File: config.mk
export PLATFORM = sky130hd
export DESIGN_NAME = fp_flags_ctrl_flat
export DESIGN_NICKNAME = d
export VERILOG_FILES = /design/src/rtl/fp_flags_ctrl_if.sv /design/src/rtl/fp_flags_ctrl.sv /design/src/flat_wrapper.sv
export SDC_FILE = /design/constraint.sdc
export NUM_CORES = 1
export LEC_CHECK = 0
export ABC_AREA = 1
export BUFFER_PORTS_ARGS = -buffer_cell sky130_fd_sc_hd__buf_2
export CORE_UTILIZATION = 52
export CTS_CLUSTER_DIAMETER = 120
export DETAILED_ROUTE_END_ITERATION = 10
export PLACE_DENSITY = 0.83
export SLEW_MARGIN = 20
export SYNTH_ARGS = -nofsm -noshare
export SYNTH_HDL_FRONTEND = slang
export SYNTH_SLANG_ARGS = --single-unit
File: constraint.sdc
create_clock -name clk -period 2.3 [get_ports clk]
set_input_delay 0.46 -clock clk [delete_from_list [all_inputs] [get_ports clk]]
set_output_delay 0.46 -clock clk [all_outputs]
set_load 0.05 [all_outputs]
File: src/rtl/fp_flags_ctrl_if.sv
// fp_flags_ctrl_if: flag-post, clear and interrupt signals between the FPU units and the sticky flag controller
interface fp_flags_ctrl_if #(
  parameter int FLAG_W = 4,
  parameter int CNT_W  = 8
);
  logic [1:0]        req_valid;
  logic [FLAG_W-1:0] req_flags0;
  logic [FLAG_W-1:0] req_flags1;
  logic [1:0]        req_ready;
  logic              clr_valid;
  logic [FLAG_W-1:0] clr_mask;
  logic              clr_ready;
  logic [FLAG_W-1:0] irq_en;
  logic              irq_ack;
  logic [FLAG_W-1:0] flags;
  logic              irq;
  logic [CNT_W-1:0]  evt_cnt;
  modport master (
    output req_valid, req_flags0, req_flags1, clr_valid, clr_mask, irq_en, irq_ack,
    input  req_ready, clr_ready, flags, irq, evt_cnt
  );
  modport slave (
    input  req_valid, req_flags0, req_flags1, clr_valid, clr_mask, irq_en, irq_ack,
    output req_ready, clr_ready, flags, irq, evt_cnt
  );
endinterface

File: src/rtl/fp_flags_ctrl.sv
// fp_flags_ctrl: sticky FP exception flags with round-robin post arbitration,
// masked clear, acknowledged interrupt and a saturating event counter
module fp_flags_ctrl #(
  parameter int FLAG_W = 4,
  parameter int CNT_W  = 8
) (
  input logic           clk,
  input logic           reset_n,
  fp_flags_ctrl_if.slave bus
);
  typedef enum logic [1:0] {IDLE, ACTIVE, ACKED} state_t;
  state_t            r_state, w_next;
  logic              r_rr;
  logic [FLAG_W-1:0] r_flags, r_snap, w_acc, w_clr, w_masked;
  logic [CNT_W-1:0]  r_cnt;
  logic [1:0]        w_grant;
  logic              w_both, w_pend, w_new;
  // Ready is gated by reset_n directly so grants vanish asynchronously with reset
  assign w_both   = &bus.req_valid;
  assign w_grant  = !reset_n ? 2'b00 : w_both ? (r_rr ? 2'b10 : 2'b01) : bus.req_valid;
  assign w_acc    = w_grant[0] ? bus.req_flags0 : w_grant[1] ? bus.req_flags1 : '0;
  assign w_clr    = (bus.clr_valid && bus.clr_ready) ? bus.clr_mask : '0;
  assign w_masked = r_flags & bus.irq_en;
  assign w_pend   = |w_masked;
  assign w_new    = |(w_masked & ~r_snap);
  assign bus.req_ready = w_grant;
  assign bus.clr_ready = reset_n;
  assign bus.flags     = r_flags;
  assign bus.evt_cnt   = r_cnt;
  always_ff @(posedge clk or negedge reset_n)
    if (!reset_n) begin
      r_flags <= '0;
      r_cnt   <= '0;
      r_rr    <= 1'b0;
      r_snap  <= '0;
    end else begin
      r_flags <= (r_flags & ~w_clr) | w_acc;
      if (|w_grant && |w_acc && r_cnt != {CNT_W{1'b1}}) r_cnt <= r_cnt + 1'b1;
      if (w_both) r_rr <= ~r_rr;
      if (r_state == ACTIVE && bus.irq_ack) r_snap <= w_masked;
    end
  always_ff @(posedge clk or negedge reset_n)
    if (!reset_n) r_state <= IDLE;
    else r_state <= w_next;
  // ACKED re-arms only on masked bits that were not already set at ack time
  always_comb
    w_next = r_state == IDLE   ? (w_pend ? ACTIVE : IDLE) :
             r_state == ACTIVE ? (bus.irq_ack ? ACKED : ACTIVE) :
             w_new ? ACTIVE : w_pend ? ACKED : IDLE;
  always_comb
    bus.irq = (r_state == ACTIVE);
endmodule

File: src/flat_wrapper.sv
// flat-port wrapper written by rule: the top's interface ports become plain ports
module fp_flags_ctrl_flat 
#(
  parameter int FLAG_W = 4,
  parameter int CNT_W  = 8
)
  (clk, reset_n, bus_req_valid, bus_req_flags0, bus_req_flags1, bus_clr_valid, bus_clr_mask, bus_irq_en, bus_irq_ack, bus_req_ready, bus_clr_ready, bus_flags, bus_irq, bus_evt_cnt);
  fp_flags_ctrl_if #(.FLAG_W(FLAG_W), .CNT_W(CNT_W)) bus_i ();
  input logic clk;
  input logic reset_n;
  input wire logic [$bits(bus_i.req_valid)-1:0] bus_req_valid;
  input wire logic [$bits(bus_i.req_flags0)-1:0] bus_req_flags0;
  input wire logic [$bits(bus_i.req_flags1)-1:0] bus_req_flags1;
  input wire logic [$bits(bus_i.clr_valid)-1:0] bus_clr_valid;
  input wire logic [$bits(bus_i.clr_mask)-1:0] bus_clr_mask;
  input wire logic [$bits(bus_i.irq_en)-1:0] bus_irq_en;
  input wire logic [$bits(bus_i.irq_ack)-1:0] bus_irq_ack;
  output wire logic [$bits(bus_i.req_ready)-1:0] bus_req_ready;
  output wire logic [$bits(bus_i.clr_ready)-1:0] bus_clr_ready;
  output wire logic [$bits(bus_i.flags)-1:0] bus_flags;
  output wire logic [$bits(bus_i.irq)-1:0] bus_irq;
  output wire logic [$bits(bus_i.evt_cnt)-1:0] bus_evt_cnt;
  assign bus_i.req_valid = bus_req_valid;
  assign bus_i.req_flags0 = bus_req_flags0;
  assign bus_i.req_flags1 = bus_req_flags1;
  assign bus_i.clr_valid = bus_clr_valid;
  assign bus_i.clr_mask = bus_clr_mask;
  assign bus_i.irq_en = bus_irq_en;
  assign bus_i.irq_ack = bus_irq_ack;
  assign bus_req_ready = bus_i.req_ready;
  assign bus_clr_ready = bus_i.clr_ready;
  assign bus_flags = bus_i.flags;
  assign bus_irq = bus_i.irq;
  assign bus_evt_cnt = bus_i.evt_cnt;
  fp_flags_ctrl #(.FLAG_W(FLAG_W), .CNT_W(CNT_W)) u_core (.clk(clk), .reset_n(reset_n), .bus(bus_i));
endmodule
==> results.sh <==
export IMPL_chipHeight_microns=47.0
export IMPL_synth_nets=153
export IMPL_synth_cell_area_sq_um=1050
export IMPL_clk_pin_slew_ps=120
export IMPL_rsz0062_at_grt="false"
export IMPL_pwr_density_cell_nw_per_um2=1070
export IMPL_htreeDepth=1
export IMPL_end_kind="primary output"
export IMPL_hold_class="in -> async"
export IMPL_routed_wl_microns=2380
export IMPL_routed_via_count=1002
export IMPL_die_x_microns=47.0
export IMPL_p_int_uw=689
export IMPL_crit_path_max_fanout=5
export IMPL_synth_top_cell_by_area="dfrtp_1"
export IMPL_worstSetupStartpointType="flop"
export IMPL_final_setup_tns_ps=0
export IMPL_clk_path_buf_depth=2
export IMPL_io_pins=38
export IMPL_skew_ps=11.9
export IMPL_core_sq_um=1800
export IMPL_finalHoldViolations=0
export IMPL_initial_core_util=0.584
export IMPL_dpl_hpwl_microns=1870
export IMPL_avgSynthCellArea_sq_um=8.09
export IMPL_drcViolationCount=0
export IMPL_globalplace_congestion=0.752
export IMPL_fin_nets=193
export IMPL_synth_top_cell_area_share=0.452
export IMPL_portBuffers=37
export IMPL_p_comb_frac=0.483
export IMPL_ir_worst_vdd_mv=0.702
export IMPL_reg2reg_slack_ps=780
export IMPL_grt_pass1_vias=917
export IMPL_cts_tree="built"
export IMPL_switchingPower_uw=674
export IMPL_clk_latency_ps=310
export IMPL_drv_cap=0
export IMPL_grt_start_max_net_pins=24
export IMPL_numCtsBuffers=3
export IMPL_switching_share=0.494
export IMPL_synth_seq_cells=19
export IMPL_antennaDiodeCount=0
export IMPL_async_reset_ff_frac=1.00
export IMPL_ys_seq_area_frac=0.452
export IMPL_antenna_found_initial=0
export IMPL_clkPwrFrac=0.127
export IMPL_seq_power_share=0.390
export IMPL_cts_resized=0
export IMPL_first_iter_violations=12
export IMPL_num_rows=15
export IMPL_gr_usage_all_layers=0.246
export IMPL_postCtsSetupBuffers=0
export IMPL_grt_ovfl_total=0
export IMPL_grt_pass1_wl_microns=3660
export IMPL_synth_distinct_cells=25
export IMPL_cts_root_buf="clkbuf_4"
export IMPL_worstPathArrival_ps=1250
export IMPL_p_leak_nw=0.719
export IMPL_timing_final_crit_share=0.742
export IMPL_clock_sinks=19
export IMPL_fillerInstances=166
export IMPL_yosys_top_cells_area="dfrtp_1 45%, nand2_1 15%, nand3_1 11%"
export IMPL_cts_hold_buf=0
export IMPL_layout_drive_gt1_share=0.302
export IMPL_antenna_left=0
export IMPL_via_per_inst=5.16
export IMPL_die_area_sq_um=2210
export IMPL_worstPathRequired_ps=1840
export IMPL_critPathKind="reg -> out"
export IMPL_status="complete, no violations"
export IMPL_worst_pin_slew_ps=310
export IMPL_ys_flop_type="dfrtp_1"
export IMPL_synthToLayoutAreaGrowth_pct=21.6
export IMPL_p_total_mw=1.36
export IMPL_setup_viol=0
export IMPL_synth_edf_count=0
export IMPL_drv_slew=0
export IMPL_wire_per_inst_microns=12.3
export IMPL_first_pass_iters=4
export IMPL_syn_inst=130
export IMPL_clock_fmax_mhz=586
export IMPL_synthTopCellsByCount="43 x nand2_1, 23 x nand3_1, 19 x dfrtp_1, 7 x nor2_1, 6 x xor2_1"
export IMPL_timing_final_crit_period_ps=1710
export IMPL_yosysMostFrequentCell="nand2_1"
export IMPL_ys_warn_count=0
export IMPL_maxSlewHeadroom=0.792
==> critical path: stages (launching register included) <==
cell and delay, ps:
dfrtp_1 420, nand2_2 100, and3_2 160, buf_2 250
==> power by group through the flow <==
stage / registers, mW / logic (mW) / clock network, mW
2_1_floorplan: 0.715 / 0.316 / 0
3_3_place_gp: 0.529 / 0.638 / 0
3_5_place_dp: 0.538 / 0.662 / 0
4_1_cts: 0.531 / 0.664 / 0.174
5_1_grt: 0.546 / 0.717 / 0.189
6_report: 0.531 / 0.659 / 0.173
==> layer usage <==
| metal | share of wire | vias to the layer above | GRT usage |
|---|---|---|---|
| li1 | - | 514 | - |
| met1 | 0.40 | 463 | 0.260 |
| met2 | 0.54 | 21 | 0.442 |
| met3 | 0.034 | 4 | 0.0538 |
| met4 | 0.021 | 0 | 0.154 |
| met5 | 0 | - | 0 |
==> flip-flops by register name, indices dropped and copies added (netlist names) <==
name	flops
u_core.bus.flags	4
u_core.r_snap	4
u_core.r_rr	1
u_core.r_state	2
u_core.bus.evt_cnt	8
==> logic make-up after synthesis <==
family,count (synthesis),synth area share
AO/OA/AOI/OAI,8,0.0440
XOR/XNOR,6,0.0499
adder cells (fa/ha/maj),1,0.0119
buffers and inverters,8,0.0404
flip-flops,19,0.452
AND/OR/NAND/NOR,88,0.402
==> cell type report <==
cell class | instances | area [sq um] | share of cell area
clock buffers | 3 | 22.5 | 0.0176
well taps | 25 | 31.3 | 0.0244
clock inverters | 1 | 5.00 | 0.00391
inverters | 5 | 18.8 | 0.0147
flip-flops and latches | 19 | 475 | 0.371
multi-input cells | 103 | 534 | 0.417
repair buffers | 38 | 193 | 0.151
==> final timing paths <==
path | startpoint | end | depth (start not counted)
max | u_core.r_rr | bus_req_ready[0] | 3
min | reset_n | u_core.r_state[1] | 2
max reg2reg | u_core.bus.evt_cnt[0] | u_core.bus.evt_cnt[4] | 7
min reg2reg | u_core.r_snap[2] | u_core.r_snap[2] | 2
max in group asynchronous | reset_n | u_core.bus.flags[2] | 2
min in group clk | bus_req_flags1[0] | u_core.bus.flags[0] | 3
==> placed cells by master, fill, tap and decap left out <==
cell type	count
xor2_1	6
and3_2	1
nor3_1	1
buf_2	37
o21ai_0	4
buf_4	1
inv_1	4
a31oi_1	1
nor2_2	2
dfrtp_1	19
nand2_1	43
nand3_4	1
ha_1	1
nor2_1	7
nand3b_1	1
clkbuf_4	3
nand2_4	2
nand2_2	1
inv_2	1
nand3_1	23
clkinv_2	1
nand4_1	5
nand3_2	1
o22ai_1	1
o22a_1	1
a21oi_1	1
==> per-stage QoR <==
stage / instances / utilization / setup slack (ps) / hold WS [ps] / area (sq um)
floorplan: 130 / - / 378 / 164 / 1050
global placement: 190 / 0.695 / 723 / 468 / 1250
detailed placement: 190 / 0.695 / 707 / 485 / 1250
CTS: 194 / 0.710 / 590 / 223 / 1280
global route: 194 / 0.710 / 540 / 247 / 1280
finish: 194 / 0.710 / 593 / 223 / 1280
(Power assumes the default switching activity.)
